<file path="config.mk">
export PLATFORM = sky130hd
export DESIGN_NAME = instr_fetch_align
export DESIGN_NICKNAME = d
export VERILOG_FILES = /design/src/rtl/rv_fetch_pkg.sv /design/src/rtl/hw_fifo.sv /design/src/rtl/instr_fetch_align.sv
export SDC_FILE = /design/constraint.sdc
export NUM_CORES = 1
export LEC_CHECK = 0
export CORE_MARGIN = 1.5
export CORE_UTILIZATION = 58
export CTS_BUF_LIST = sky130_fd_sc_hd__clkbuf_16
export CTS_CLUSTER_DIAMETER = 40
export DETAILED_ROUTE_END_ITERATION = 10
export DONT_BUFFER_PORTS = 1
export PLACE_DENSITY_LB_ADDON = 0.2
export SKIP_LAST_GASP = 1
export SYNTH_ARGS = -nofsm -noshare
export SYNTH_HDL_FRONTEND = slang
export SYNTH_SLANG_ARGS = --single-unit
</file>
<file path="constraint.sdc">
create_clock -name clk -period 3.3 [get_ports clk]
set_input_delay 0.33 -clock clk [delete_from_list [all_inputs] [get_ports clk]]
set_output_delay 0.33 -clock clk [all_outputs]
set_load 0.01 [all_outputs]
</file>
<file path="src/rtl/rv_fetch_pkg.sv">
// Shared fetch/decode definitions: halfword type, instruction sizes, the
// compressed-instruction test and the fetch request FSM states.
package rv_fetch_pkg;

  typedef logic [15:0] hw_t;

  localparam logic [2:0] ISIZE_C = 3'd2;
  localparam logic [2:0] ISIZE_W = 3'd4;

  typedef enum logic [1:0] {
    IDLE,
    REQ,
    WAIT
  } fetch_state_e;

  // Low two bits of 2'b11 mark a 32-bit instruction; anything else is RVC.
  function automatic logic is_compressed(input hw_t hw);
    return hw[1:0] != 2'b11;
  endfunction

endpackage

</file>
<file path="src/rtl/hw_fifo.sv">
// Halfword FIFO with up to two pushes and two pops per cycle; exposes the two
// oldest entries and the fill level. Synchronous flush, asynchronous reset.
module hw_fifo
  import rv_fetch_pkg::*;
#(
  parameter  int DEPTH = 4,
  localparam int CW    = $clog2(DEPTH) + 1
) (
  input  logic          clk,
  input  logic          reset,
  input  logic          flush,
  input  logic [1:0]    push_n,
  input  hw_t           push_hw0,
  input  hw_t           push_hw1,
  input  logic [1:0]    pop_n,
  output hw_t           head_hw0,
  output hw_t           head_hw1,
  output logic [CW-1:0] count
);

  localparam int AW = $clog2(DEPTH);

  hw_t           mem [DEPTH];
  logic [AW-1:0] rd_ptr, wr_ptr;
  logic [AW-1:0] rd_ptr1, wr_ptr1;

  // Pointers wrap naturally because DEPTH is a power of two.
  assign rd_ptr1  = rd_ptr + AW'(1);
  assign wr_ptr1  = wr_ptr + AW'(1);
  assign head_hw0 = mem[rd_ptr];
  assign head_hw1 = mem[rd_ptr1];

  always_ff @(posedge clk or posedge reset) begin
    // NOTE: sequential state uses non-blocking assignments so every register
    // samples the pre-edge values of its neighbours.
    if (reset) begin
      rd_ptr <= '0;
      wr_ptr <= '0;
      count  <= '0;
    end else if (flush) begin
      rd_ptr <= '0;
      wr_ptr <= '0;
      count  <= '0;
    end else begin
      wr_ptr <= wr_ptr + AW'(push_n);
      rd_ptr <= rd_ptr + AW'(pop_n);
      count  <= count + CW'(push_n) - CW'(pop_n);
    end
  end

  // NOTE: the storage array has no reset; entries are only visible through
  // count, so clearing the pointers is enough and keeps this a plain RAM.
  always_ff @(posedge clk) begin
    if (push_n != 2'd0) mem[wr_ptr]  <= push_hw0;
    if (push_n == 2'd2) mem[wr_ptr1] <= push_hw1;
  end

endmodule

</file>
<file path="src/rtl/instr_fetch_align.sv">
// Instruction fetch and RVC re-alignment: one word request in flight, returned
// halfwords buffered, one 16- or 32-bit instruction presented per handshake.
module instr_fetch_align
  import rv_fetch_pkg::*;
#(
  parameter logic [31:0] RESET_PC = 32'h0000_0000,
  parameter int          BUF_HW   = 4
) (
  input  logic        clk,
  input  logic        reset,
  output logic        imem_req,
  output logic [31:0] imem_addr,
  input  logic        imem_gnt,
  input  logic        imem_rvalid,
  input  logic [31:0] imem_rdata,
  output logic        instr_valid,
  input  logic        instr_ready,
  output logic [31:0] instr_data,
  output logic [31:0] instr_pc,
  output logic [2:0]  instr_size,
  input  logic        redirect_valid,
  input  logic [31:0] redirect_pc,
  output logic        misalign_err
);

  localparam int CW = $clog2(BUF_HW) + 1;

  fetch_state_e  state, state_next;
  logic [31:0]   fetch_addr, out_pc;
  logic          drop, skip_low, redir_q, misalign_q;
  logic [CW-1:0] count, count_next;
  hw_t           hw0, hw1, push_hw0, push_hw1;
  logic [1:0]    push_n, pop_n;
  logic          gnt_ok, rv_take, fire, head_c, avail, free_ok;
  logic [2:0]    head_size;

  hw_fifo #(.DEPTH(BUF_HW)) u_fifo (
    .clk      (clk),
    .reset    (reset),
    .flush    (redirect_valid),
    .push_n   (push_n),
    .push_hw0 (push_hw0),
    .push_hw1 (push_hw1),
    .pop_n    (pop_n),
    .head_hw0 (hw0),
    .head_hw1 (hw1),
    .count    (count)
  );

  always_comb begin
    // NOTE: every combinational output gets a default first so no path through
    // the block leaves a value unassigned and infers a latch.
    push_n   = 2'd0;
    push_hw0 = imem_rdata[15:0];
    push_hw1 = imem_rdata[31:16];
    head_c    = is_compressed(hw0);
    head_size = head_c ? ISIZE_C : ISIZE_W;
    avail     = (count >= CW'(2)) || ((count != '0) && head_c);
    gnt_ok    = imem_req && imem_gnt;
    rv_take   = imem_rvalid && (state == WAIT) && !drop && !redirect_valid;
    if (rv_take) begin
      push_n = skip_low ? 2'd1 : 2'd2;
      if (skip_low) push_hw0 = imem_rdata[31:16];
    end
    fire       = avail && instr_ready && !redirect_valid;
    pop_n      = fire ? (head_c ? 2'd1 : 2'd2) : 2'd0;
    count_next = redirect_valid ? '0 : count + CW'(push_n) - CW'(pop_n);
    free_ok    = count_next <= CW'(BUF_HW - 2);
  end

  // A redirect empties the buffer, so free_ok alone pulls IDLE into REQ.
  always_comb begin
    state_next = state;
    unique case (state)
      IDLE:    if (free_ok) state_next = REQ;
      REQ:     if (gnt_ok) state_next = WAIT;
      WAIT:    if (imem_rvalid) state_next = free_ok ? REQ : IDLE;
      default: state_next = IDLE;
    endcase
  end

  always_ff @(posedge clk or posedge reset) begin
    if (reset) begin
      state      <= IDLE;
      fetch_addr <= RESET_PC & ~32'h3;
      out_pc     <= RESET_PC;
      drop       <= 1'b0;
      skip_low   <= RESET_PC[1];
      redir_q    <= 1'b0;
      misalign_q <= 1'b0;
    end else begin
      state      <= state_next;
      redir_q    <= redirect_valid;
      misalign_q <= redirect_valid && redirect_pc[0];
      if (redirect_valid) begin
        fetch_addr <= {redirect_pc[31:2], 2'b00};
        out_pc     <= {redirect_pc[31:1], 1'b0};
        skip_low   <= redirect_pc[1];
        // The in-flight word (if any) belongs to the old stream.
        drop       <= gnt_ok || ((state == WAIT) && !imem_rvalid);
      end else begin
        if (gnt_ok)  fetch_addr <= fetch_addr + 32'd4;
        if (fire)    out_pc     <= out_pc + 32'(head_size);
        if (rv_take) skip_low   <= 1'b0;
        if ((state == WAIT) && imem_rvalid && drop) drop <= 1'b0;
      end
    end
  end

  // Requests pause for the cycle after a redirect so the address can change.
  assign imem_req     = (state == REQ) && !redir_q;
  assign imem_addr    = imem_req ? fetch_addr : '0;
  assign instr_valid  = avail;
  assign instr_data   = !avail ? '0 : (head_c ? {16'h0000, hw0} : {hw1, hw0});
  assign instr_pc     = avail ? out_pc : '0;
  assign instr_size   = avail ? head_size : '0;
  assign misalign_err = misalign_q;

  a_rvalid_room: assert property (@(posedge clk) disable iff (reset)
    (imem_rvalid && !drop) |-> (count <= CW'(BUF_HW - 2)));
  a_rvalid_in_wait: assert property (@(posedge clk) disable iff (reset)
    imem_rvalid |-> (state == WAIT));

endmodule

</file>
==> results.toml <==
[setup_path]
crit_fanout = 6
r2r-end = "state[0]$_DFFE_PP0P_"
crit_type = "register to register"
required_ns = 3.65
r2r-start = "u_fifo.rd_ptr[1]$_DFF_PP0_"
r2r_setup_slack_ns = 0.21
reg2reg_depth = 12
cp.arrival_ns = 3.45
startpoint_type = "register"
end_kind = "register"

[clock_network]
cts_tree = "done"
cts_buffers = 17
cts-htree-levels = 4
clkTransAtPathRegs_ns = 0.06
cts.sinks = 138
root_buffer = "clkbuf_16"
clock_path_buffers = 2
clock_latency_ns = 0.42

[detailed_routing]
wl_met1_mm = 7.84
post-route-drc-count = 0
dr_total_vias = 5921
drtIter0Drc = 294
avgRoutedWirePerCell_um = 21.8
ant_nets = 0
dr_wl_met3_mm = 1.81
viasPerCell = 6.39
routed.top_layer = "met4"
wirelength_mm = 20.2
wl_met2_mm = 10.1
drtPass1Iterations = 5

[power]
sequentialPowerShare = 0.381
clkPwrFrac = 0.334
total_leakage_power_nw = 3.46
p_per_area_nw_per_um2 = 581
p_int_mw = 3.65
peakVddDrop_v = 0.000451
fin_total_pwr_mw = 5.43
p_sw_frac = 0.327
p_switching_mw = 1.78
power_frac_comb = 0.285

[synth]
ys_types = 58
ys_ff_latch = 138
seq_area_frac_synth = 0.446
synth-edff-count = 64
synth_top_family_by_area = "multiplexers"
syn_avg_cell_area_sq_um = 11.6
synth-compound-area-share = 0.0702
yosys_warnings = 0
synth_xor_area_frac = 0.0548
async_flop_share = 0.536
synth_cells = 729
yosys.area_share.simple = 0.165
synth_fa_ha_area_frac = 0.0145
synth.mux.area_fraction = 0.214
synthFlopType = "dfrtp_1"
syn_area_sq_um = 8460

[timing]
finalHoldViolations = 0
grt_setup_unrepaired = "no"
worst_pin_slew_ns = 0.912
finalWorstSetupSlack_ns = 0.206
fin_skew_ns = 0.00582
setup_viol = 0
fmax_ghz = 0.323
period_share = 0.938
max_slew_margin = 0.392
fin_setup_tns_ns = 0
period_needed_ns = 3.09
slew_violations = 0
timing.hold.ws_ns = 0.0272

[finish]
final_common_cell = "mux2_2"
area_growth_pct = 10.4
num_antenna_cells = 0
num-nets-final = 812
design_area_sq_um = 9350
mostFrequentLayoutCells = "mux2_2 (96), and2_1 (77), dfrtp_1 (72)"
postLayoutCoreUtil = 0.666
fin_cells = 927
drive_gt1_frac = 0.266

[global_route]
grt_usage = 0.275
grt.overflow.total = 0
grt_max_degree = 71
grt_pass1_vias = 5960
antenna_found_initial = 0
grt_pass1_wl_mm = 31.6

[die]
ios = 172
die_h_um = 124
core_area_sq_um = 14000
die_w_um = 124
initial_utilization = 0.603
dieArea_sq_um = 15300
rows = 43

[hold_path]
hold_class = "input port to register"
whs_path_depth = 1
min_to = "skip_low$_DFFE_PP0P_"
hold_path.startpoint = "redirect_valid"

[placement]
preCtsSetupSlack_ns = 0.0301
gp_congestion = 0.808
dp.final_hpwl_mm = 14.1
portBuffers = 0
dp.cells = 886
post_dp_cell_area_sq_um = 8690

[run]
max-cap-violations = 0

[status]
status = "finished clean"
==> kinds of logic (layout without fill, tap and decap cells) <==
logic type	Yosys count	after routing
adders and majority gates	8	8
AOI/OAI and AO/OA	83	83
muxes	129	129
DFF	138	138
and+or+nand+nor	244	244
other	1	4
xor gates and xnor gates	53	53
buffers and inverters	73	88
==> power groups by stage <==
stage | clock, mW | combinational (mW) | sequential [mW]
finish | 1.81 | 1.55 | 2.07
global route | 1.91 | 1.69 | 2.09
CTS | 1.84 | 1.55 | 2.06
detailed placement | 0 | 1.53 | 2.09
global placement | 0 | 1.50 | 2.08
floorplan | 0 | 1.18 | 2.04
==> cell usage after synthesis (4+ instances only) <==
master    instances  area share
a211oi_1          8      0.0071
a21oi_1          18       0.011
a31oi_1          13      0.0096
and2_1           77       0.057
and3_1           22       0.016
and4_1            5      0.0052
buf_1             5      0.0022
buf_4             4      0.0035
clkbuf_1         38       0.017
dfrtp_1          74        0.22
edfxtp_1         64        0.23
ha_1              5      0.0074
inv_1            21      0.0093
mux2_2           96        0.13
mux4_2           32       0.085
nand2_1          22      0.0098
nand2b_1          4      0.0030
nand3_1          18       0.011
nand4_1          11      0.0081
nor2_1           34       0.015
nor2b_1           7      0.0052
nor3_1           10      0.0059
nor4_1           10      0.0074
o21ai_0          10      0.0059
o31ai_1           8      0.0071
or3_1             4      0.0030
or4_1            11      0.0098
xnor2_1          31       0.032
xor2_1           22       0.023
==> sequential cells by signal (all words and copies together), names as in the netlist <==
| register | count |
|---|---|
| misalign_err | 1 |
| u_fifo.mem | 64 |
| out_pc | 31 |
| u_fifo.rd_ptr | 2 |
| skip_low | 1 |
| u_fifo.count | 3 |
| fetch_addr | 30 |
| u_fifo.wr_ptr | 2 |
| state | 2 |
| redir_q | 1 |
| drop | 1 |
==> worst max-delay path, stage by stage (launching register included) <==
cell and delay (ns):
dfrtp_2 0.42, mux4_2 0.53, and2_4 0.20, nand2_1 0.09
nor2_1 0.08, fa_1 0.51, inv_1 0.06, fa_2 0.38
xor2_1 0.17, xnor2_1 0.15, nor2_1 0.07, a221o_1 0.26
o21ai_1 0.11
==> routing by layer <==
metal	GRT usage	vias up
li1	-	2697
met4	0.0984	0
met3	0.0916	32
met2	0.465	217
met1	0.328	2975
met5	0	-
==> worst max-delay path by stage <==
stage                                from                    to  cells past startpoint
2_1_floorplan  u_fifo.rd_ptr[1]$_DFF_PP0_  state[0]$_DFFE_PP0P_                     14
3_3_place_gp   u_fifo.rd_ptr[1]$_DFF_PP0_  state[0]$_DFFE_PP0P_                     12
3_5_place_dp   u_fifo.rd_ptr[1]$_DFF_PP0_  state[0]$_DFFE_PP0P_                     12
4_1_cts        u_fifo.rd_ptr[1]$_DFF_PP0_  state[0]$_DFFE_PP0P_                     12
5_1_grt        u_fifo.rd_ptr[1]$_DFF_PP0_  state[0]$_DFFE_PP0P_                     12
6_report       u_fifo.rd_ptr[1]$_DFF_PP0_  state[0]$_DFFE_PP0P_                     12
==> area by class of cell <==
type	count	area (sq um)
Tap cell	180	225
Multi-Input combinational cell	521	4420
Fill cell	1042	4700
Sequential cell	138	3780
Timing Repair Buffer	34	285
Inverter	22	82.6
Clock inverter	15	135
Clock buffer	17	425
==> what timing repair did <==
item                                    in CTS  in global routing
endpoints found under the setup margin       0                  7
hold endpoints to repair                    30                  0
buffers inserted                             0                  2
gates resized for setup                      0                  5
hold buffers                                 7                  0
No activity file was read; power rests on OpenSTA's default activity.
